$ cat config.mk
export PLATFORM = sky130hd
export DESIGN_NAME = calc_sequencer
export DESIGN_NICKNAME = d
export VERILOG_FILES = /design/src/rtl/calc_sequencer.sv
export SDC_FILE = /design/constraint.sdc
export NUM_CORES = 1
export LEC_CHECK = 0
export ABC_AREA = 1
export BUFFER_PORTS_ARGS = -buffer_cell sky130_fd_sc_hd__buf_2
export CORE_MARGIN = 2
export CORE_UTILIZATION = 45
export DETAILED_ROUTE_END_ITERATION = 12
export PLACE_DENSITY_LB_ADDON = 0.2
export SYNTH_ARGS = -nofsm -noshare
export SYNTH_HDL_FRONTEND = slang
export SYNTH_SLANG_ARGS = --single-unit
$ cat constraint.sdc
create_clock -name clk_i -period 3.2 [get_ports clk_i]
set_input_delay 0 -clock clk_i [delete_from_list [all_inputs] [get_ports clk_i]]
set_output_delay 0 -clock clk_i [all_outputs]
set_load 0.005 [all_outputs]
$ cat src/rtl/calc_sequencer.sv
// calc_sequencer: keypad-driven control sequencer for the calculator ALU.
// Builds two signed decimal operands (up to MAX_DIGITS digits each, with sign
// toggle) and an operator from a key stream. On equals it drives a 5-stage
// equal-pulse strobe to the ALU, captures the signed answer and holds it.
//
// Ports:
//   clk_i, reset_i          clock, synchronous active-high reset
//   key_valid_i/key_code_i  key handshake input (0-9 digit, A neg, B clr,
//   key_ready_o             C eq, D mul, E sub, F add)
//   alu_answer_i            21-bit signed ALU result
//   operand_a_o/operand_b_o 11-bit signed ALU operands
//   operator_o              ALU operator code
//   equal_pulse_o           ALU strobe, ALU computes on rise of bit 4
//   result_o/result_valid_o captured answer and its display flag
//   display_sel_o           00 = A, 01 = B, 10 = result
//   overflow_o              chained result was saturated
//
// Build option: define CALC_CHAIN_EN to let an operator key in SHOW reuse the
// result (saturated to +/-999) as operand A. Otherwise that key is dropped and
// overflow_o is tied to 0.
module calc_sequencer #(
  parameter int unsigned MAX_DIGITS = 3
) (
  input  logic               clk_i,
  input  logic               reset_i,
  input  logic               key_valid_i,
  input  logic [3:0]         key_code_i,
  output logic               key_ready_o,
  input  logic signed [20:0] alu_answer_i,
  output logic signed [10:0] operand_a_o,
  output logic signed [10:0] operand_b_o,
  output logic [3:0]         operator_o,
  output logic [4:0]         equal_pulse_o,
  output logic signed [20:0] result_o,
  output logic               result_valid_o,
  output logic [1:0]         display_sel_o,
  output logic               overflow_o
);

  localparam logic [1:0] StEnterA = 2'd0;
  localparam logic [1:0] StEnterB = 2'd1;
  localparam logic [1:0] StCalc   = 2'd2;
  localparam logic [1:0] StShow   = 2'd3;

  localparam logic [3:0] KeyNeg = 4'hA;
  localparam logic [3:0] KeyClr = 4'hB;
  localparam logic [3:0] KeyEq  = 4'hC;
  localparam logic [3:0] OpAdd  = 4'hF;

  // Magnitude register sized for operands up to 999.
  localparam int unsigned MagW = 10;
  localparam int unsigned CntW = $clog2(MAX_DIGITS + 1);

  logic [1:0]         state_q, state_d;
  logic [MagW-1:0]    mag_a_q, mag_a_d, mag_b_q, mag_b_d;
  logic               sign_a_q, sign_a_d, sign_b_q, sign_b_d;
  logic [CntW-1:0]    cnt_a_q, cnt_a_d, cnt_b_q, cnt_b_d;
  logic [3:0]         op_q, op_d;
  logic [4:0]         pulse_q, pulse_d;
  logic signed [20:0] result_q, result_d;
  logic               rv_q, rv_d;

  logic            key_acc, is_digit, is_op;
  logic [13:0]     mag_a_ext, mag_b_ext;

  assign key_ready_o = (state_q != StCalc);
  assign key_acc     = key_valid_i && key_ready_o;
  assign is_digit    = (key_code_i <= 4'd9);
  assign is_op       = (key_code_i >= 4'hD);

  assign mag_a_ext = (14'(mag_a_q) * 14'd10) + 14'(key_code_i);
  assign mag_b_ext = (14'(mag_b_q) * 14'd10) + 14'(key_code_i);

`ifdef CALC_CHAIN_EN
  localparam logic signed [20:0] SatMag = 21'(10 ** MAX_DIGITS - 1);

  logic               overflow_q, overflow_d;
  logic signed [20:0] res_abs;
  logic               chain_sat;
  logic [MagW-1:0]    chain_mag;

  assign res_abs   = result_q[20] ? -result_q : result_q;
  assign chain_sat = (res_abs > SatMag);
  assign chain_mag = chain_sat ? MagW'(SatMag) : MagW'(res_abs);
`endif

  always_comb begin
    state_d  = state_q;
    mag_a_d  = mag_a_q;
    mag_b_d  = mag_b_q;
    sign_a_d = sign_a_q;
    sign_b_d = sign_b_q;
    cnt_a_d  = cnt_a_q;
    cnt_b_d  = cnt_b_q;
    op_d     = op_q;
    pulse_d  = pulse_q;
    result_d = result_q;
    rv_d     = rv_q;
`ifdef CALC_CHAIN_EN
    overflow_d = overflow_q;
`endif

    // Clear, and a digit in SHOW, both start from a fully wiped state.
    if (key_acc && (key_code_i == KeyClr || (state_q == StShow && is_digit))) begin
      state_d  = StEnterA;
      mag_a_d  = '0;
      mag_b_d  = '0;
      sign_a_d = 1'b0;
      sign_b_d = 1'b0;
      cnt_a_d  = '0;
      cnt_b_d  = '0;
      op_d     = OpAdd;
      pulse_d  = '0;
      result_d = '0;
      rv_d     = 1'b0;
`ifdef CALC_CHAIN_EN
      overflow_d = 1'b0;
`endif
      if (key_code_i != KeyClr) begin
        mag_a_d = MagW'(key_code_i);
        cnt_a_d = CntW'(1);
      end
    end else begin
      unique case (state_q)
        StEnterA: begin
          if (key_acc) begin
            if (is_digit) begin
              if (cnt_a_q < CntW'(MAX_DIGITS)) begin
                mag_a_d = MagW'(mag_a_ext);
                cnt_a_d = cnt_a_q + CntW'(1);
              end
            end else if (key_code_i == KeyNeg) begin
              sign_a_d = ~sign_a_q;
            end else if (is_op) begin
              op_d    = key_code_i;
              state_d = StEnterB;
            end
          end
        end
        StEnterB: begin
          if (key_acc) begin
            if (is_digit) begin
              if (cnt_b_q < CntW'(MAX_DIGITS)) begin
                mag_b_d = MagW'(mag_b_ext);
                cnt_b_d = cnt_b_q + CntW'(1);
              end
            end else if (key_code_i == KeyNeg) begin
              sign_b_d = ~sign_b_q;
            end else if (is_op) begin
              // Operator can only be changed before B has any digits.
              if (cnt_b_q == '0) op_d = key_code_i;
            end else if (key_code_i == KeyEq) begin
              state_d = StCalc;
              pulse_d = 5'b00001;
            end
          end
        end
        StCalc: begin
          // ALU latched on the rise of bit 4; its answer is ready one cycle later.
          if (pulse_q[4]) begin
            result_d = alu_answer_i;
            rv_d     = 1'b1;
            pulse_d  = '0;
            state_d  = StShow;
          end else begin
            pulse_d = {pulse_q[3:0], 1'b1};
          end
        end
        StShow: begin
`ifdef CALC_CHAIN_EN
          if (key_acc && is_op) begin
            mag_a_d    = chain_mag;
            sign_a_d   = result_q[20];
            cnt_a_d    = CntW'(MAX_DIGITS);
            mag_b_d    = '0;
            sign_b_d   = 1'b0;
            cnt_b_d    = '0;
            op_d       = key_code_i;
            rv_d       = 1'b0;
            overflow_d = chain_sat;
            state_d    = StEnterB;
          end
`endif
        end
        default: state_d = StEnterA;
      endcase
    end
  end

  always_ff @(posedge clk_i) begin
    if (reset_i) begin
      state_q  <= StEnterA;
      mag_a_q  <= '0;
      mag_b_q  <= '0;
      sign_a_q <= 1'b0;
      sign_b_q <= 1'b0;
      cnt_a_q  <= '0;
      cnt_b_q  <= '0;
      op_q     <= OpAdd;
      pulse_q  <= '0;
      result_q <= '0;
      rv_q     <= 1'b0;
    end else begin
      state_q  <= state_d;
      mag_a_q  <= mag_a_d;
      mag_b_q  <= mag_b_d;
      sign_a_q <= sign_a_d;
      sign_b_q <= sign_b_d;
      cnt_a_q  <= cnt_a_d;
      cnt_b_q  <= cnt_b_d;
      op_q     <= op_d;
      pulse_q  <= pulse_d;
      result_q <= result_d;
      rv_q     <= rv_d;
    end
  end

`ifdef CALC_CHAIN_EN
  always_ff @(posedge clk_i) begin
    if (reset_i) overflow_q <= 1'b0;
    else         overflow_q <= overflow_d;
  end
  assign overflow_o = overflow_q;
`else
  assign overflow_o = 1'b0;
`endif

  // -0 naturally comes out as 0.
  assign operand_a_o = sign_a_q ? -$signed({1'b0, mag_a_q}) : $signed({1'b0, mag_a_q});
  assign operand_b_o = sign_b_q ? -$signed({1'b0, mag_b_q}) : $signed({1'b0, mag_b_q});

  assign operator_o     = op_q;
  assign equal_pulse_o  = pulse_q;
  assign result_o       = result_q;
  assign result_valid_o = rv_q;
  assign display_sel_o  = (state_q == StEnterA) ? 2'b00 :
                          (state_q == StEnterB) ? 2'b01 : 2'b10;

endmodule

[After elaboration in Yosys (flattened, before gate mapping)]
Cells that the tools add are included.
Word-level totals
  register bits: 59
  logic and storage cells: 112
Operators by class
  add/sub/neg operators: 6
  multipliers: 2
  order comparisons: 4
  equal/unequal tests: 20
  multiplexer cells: 44
  bitwise logic cells: 3
  reduce and logical (&&, ||, !) cells: 22
Operators by type and width (count)
  two-way mux 10 bit: 5
  two-way mux 4 bit: 10
  two-way mux 2 bit: 17
  two-way mux 5 bit: 6
  != test 2 bit, second input constant: 13
  two-way mux 11 bit: 2
  negator 10 -> 11 bit: 2
  adder 10 x 4 -> 10 bit: 2
  multiplier 10 x 3 -> 9 bit, second input constant: 2
  AND reduction 4 bit: 4
  equality test 4 bit, second input constant: 3
  nonzero test 2 bit: 6
  AND reduction 11 bit: 1
  case mux 5 bit (2 select lines): 1
  AND reduction 10 bit: 1
  case mux 4 bit (2 select lines): 1
  case mux 2 bit (3 select lines): 1
  AND reduction 6 bit: 1
  adder 2 x 1 -> 2 bit, second input constant: 2
  equality test 2 bit, second input constant: 2
  >= comparator 4 bit, second input constant: 1
  less-or-equal comparator 4 bit, second input constant: 1
  zero test 2 bit: 2
  < comparator 2 bit, second input constant: 2
  9 further kinds: 13

[Logic depth before layout (Yosys ltp)]
  depth after elaboration: 7
  depth in mapped cells: 15
  gate-level depth less buffers: 15

[Least setup slack after synthesis]
Ideal clock, no wire load.
  path kind: register to register
  from: register mag_a_q[1]
  to: register mag_a_q[7]
  arrival: 2015 ps
  data required time: 3077 ps
  setup slack: 1061 ps
  cell stages (with the launch flop): 9
  period minus slack after synthesis: 2139 ps
  path through: dfxtp_1 -> ha_1 -> ha_1 -> fa_1 -> xnor2_1 -> nor2_1 -> or2_2 -> nand3_1 -> a21oi_1
Between the ends
  cells in the longest elaborated chain, start to end: 7
Ends and longest elaborated chain
  start: declaration: line 55  | logic [MagW-1:0] mag_a_q, mag_a_d, mag_b_q, mag_b_d;
  start signal: assignment: line 205  | mag_a_q <= mag_a_d;
  multiplier 10 x 3 -> 9 bit: line 71  | assign mag_a_ext = (14'(mag_a_q) * 14'd10) + 14'(key_code_i);
  adder 10 x 4 -> 10 bit: line 71
  two-way mux 10 bit: line 128  | if (cnt_a_q < CntW'(MAX_DIGITS)) begin
  two-way mux 10 bit: line 127  | if (is_digit) begin
  two-way mux 10 bit: line 126  | if (key_acc) begin
  two-way mux 10 bit: line 124  | unique case (state_q)
  two-way mux 10 bit: line 104  | if (key_acc && (key_code_i == KeyClr || (state_q == StShow && is_digit))) begin
Every way passes these cells. The select of a mux whose other input is x is not followed.
A chain may end at the register's enable or synchronous reset.

[Final worst setup path]
  from: register mag_a_q[3]
  to: register mag_a_q[8]
Same word-level chain as after synthesis.

==> results.toml <==
[floorplanning]
die_y_um = 98.21
die_x_um = 98.21
initial_utilization = 0.4602
design.portCount = 85
fp-row-count = 34
dieArea_um2 = 9645
core_area_um2 = 8678

[critical_path]
reg2reg_depth = 11
rrSetupSlack_ns = 0.79
path_max_fanout = 6
rr_startpoint = "mag_a_q[3]"
crit_required_ns = 3.47
cp.arrival_ns = 2.68
worst-setup-path-type = "reg -> reg"
crit_path_end_kind = "flop"
worstReg2RegEnd = "mag_a_q[8]"
worst_setup_path_start_kind = "flop"

[timing]
relSlewSlack = 0.5091
fin_crit_ns = 2.413
min_period_over_period = 0.7542
skew_ns = 0.01104
rsz0062_at_grt = "no"
setup_ws_ns = 0.7866
drv_slew = 0
finalSetupTns_ns = 0
hold_viol = 0
setup_violations = 0
max_freq_mhz = 414.4
whs_ns = 0.01180
tightestPinTransition_ns = 0.7346

[synth]
synth_most_common_cell = "nand2_1"
ys_types = 36
synth_fp_nets = 643
synthTopCellsByCount = "nand2_1, inv_1, dfxtp_1, a21oi_1, nand3_1"
syn_area_um2 = 3994
synth_edf_count = 0
ys.flop_type = "dfxtp_1"
yosys.area.top_type = "dfxtp_1"
synthDominantCellAreaShare = 0.2957
synthTopCellsByArea = "dfxtp_1, nand2_1, ha_1"
yosysSeqAreaShare = 0.2957
yosys_warnings = 0
synthArstFlopShare = 0
syn_inst = 572
avgSynthCellArea_um2 = 6.982
synth_seq_cells = 59

[clock_network]
clkTransAtPathRegs_ns = 0.07
cts_tree = "built"
ctsHoldBuffers = 23
h-tree-depth = 3
clk_path_buf_depth = 2
root_buffer = "clkbuf_8"
cts_sinks = 59
cts_setup_buffers = 0
cts_made_buffers = 9
cts_resized = 0
worstSkewPairLatency_ns = 0.34

[detailed_routing]
detail_route.first_pass.iterations = 5
via_per_inst = 5.013
route.vias.total = 3930
drtAntennaViolNets = 0
wl_per_cell_um = 12.19
drc = 0
finalWirelength_mm = 9.558
first_iter_violations = 185

[finish]
final_core_util = 0.5607
final_layout_size_suffix_gt1_frac = 0.1731
final_nets = 742
num_antenna_cells = 0
syn_to_final_growth_pct = 21.84

[global_routing]
antenna_found_initial = 0
grt_use_total = 0.1970
grt_max_degree = 33
grt_pass1_vias = 3460
grt_pass1_wl_mm = 15.70
globalRoute.totalOverflow = 0

[placed_design]
gp_congestion = 0.8613
portBuffers = 83
dp_worst_setup_slack_ns = 0.8469
dp_hpwl_mm = 7.116

[worst_hold_path]
hold_path_end = "mag_a_q[6]"
min_path_cells = 2
hp-class = "in -> reg"
min_from = "reset_i"

[power_and_ir_drop]
power.density_nw_per_um2 = 547.7
p_leak_nw = 2.454
ir_worst_vdd_mv = 0.2661

[run_status]
status = "finished clean"

[job]
maxCapViolCount = 0
==> flip-flops by register name, summed over array words and instances, names as in the netlist <==
name	count
equal_pulse_o	5
result_o	21
result_valid_o	1
sign_a_q	1
cnt_a_q	2
sign_b_q	1
operator_o	4
cnt_b_q	2
mag_b_q	10
mag_a_q	10
state_q	2
==> final cells by class <==
class	instances	area (µm²)
flip-flops and latches	59	1181
repair buffers	108	660.6
clock buffers	9	123.9
well taps	108	135.1
fillers	829	3812
clock inverters	7	76.32
inverters	73	281.5
multi-input cells	420	2407
==> cell usage in the layout (no fill, tap or decap), types with 9 or more instances in the layout <==
cell | synthesis | layout
a21oi_1 | 56 | 56
xor2_1 | 19 | 19
ha_1 | 39 | 39
dlygate4sd3_1 | 0 | 23
nand2_1 | 141 | 141
o21ai_0 | 24 | 24
inv_1 | 70 | 70
clkbuf_8 | 0 | 9
nor2_1 | 40 | 40
dfxtp_1 | 59 | 59
nand3_1 | 50 | 50
buf_2 | 2 | 83
==> critical path: stages (launching register included) <==
cell	delay (ns)
dfxtp_1	0.46
ha_1	0.28
ha_1	0.25
fa_1	0.54
nand2_1	0.06
inv_1	0.07
nand4_1	0.11
a21oi_1	0.23
nand2_1	0.07
nand2_1	0.07
nand3_1	0.07
a21oi_1	0.15
==> per-stage QoR <==
stage / total power (W) / instances / instance area [µm²]
6_report: 0.002665 / 784 / 4866
5_1_grt: 0.002882 / 784 / 4866
4_1_cts: 0.002686 / 784 / 4866
3_5_place_dp: 0.001975 / 745 / 4436
3_3_place_gp: 0.001955 / 745 / 4436
2_1_floorplan: 0.001695 / 572 / 3994
==> logic make-up after synthesis <==
group,count (synthesis),synth area share
AND/OR/NAND/NOR,260,0.2813
buffers and inverters,93,0.1015
AO/OA/AOI/OAI,90,0.1212
flip-flops,59,0.2957
adder cells (fa/ha/maj),43,0.1422
XOR/XNOR,26,0.05702
other,1,0.0009389
==> layer usage <==
metal,vias up,global-route usage,wire length (µm)
met3,9,0.04653,534
met1,1765,0.2634,4499
met4,0,0.04110,70
li1,2045,-,-
met5,-,0,0
met2,111,0.3272,4454
==> power breakdown <==
group          total (W)  switching, W  internal (W)
logic            0.00108      0.000680      0.000405
clock network   0.000682      0.000319      0.000363
registers       0.000899     0.0000901      0.000808
==> worst max path at each step <==
stage / from / end / slack (ns) / depth (start not counted)
2_1_floorplan: mag_a_q[1] / mag_a_q[7] / 1.06 / 8
3_3_place_gp: mag_a_q[1] / mag_a_q[8] / 0.95 / 11
3_5_place_dp: mag_a_q[1] / mag_a_q[8] / 0.85 / 11
4_1_cts: mag_a_q[1] / mag_a_q[8] / 0.83 / 11
5_1_grt: mag_a_q[1] / mag_a_q[8] / 0.60 / 11
6_report: mag_a_q[3] / mag_a_q[8] / 0.79 / 11
Power figures use the tool's default switching activity.
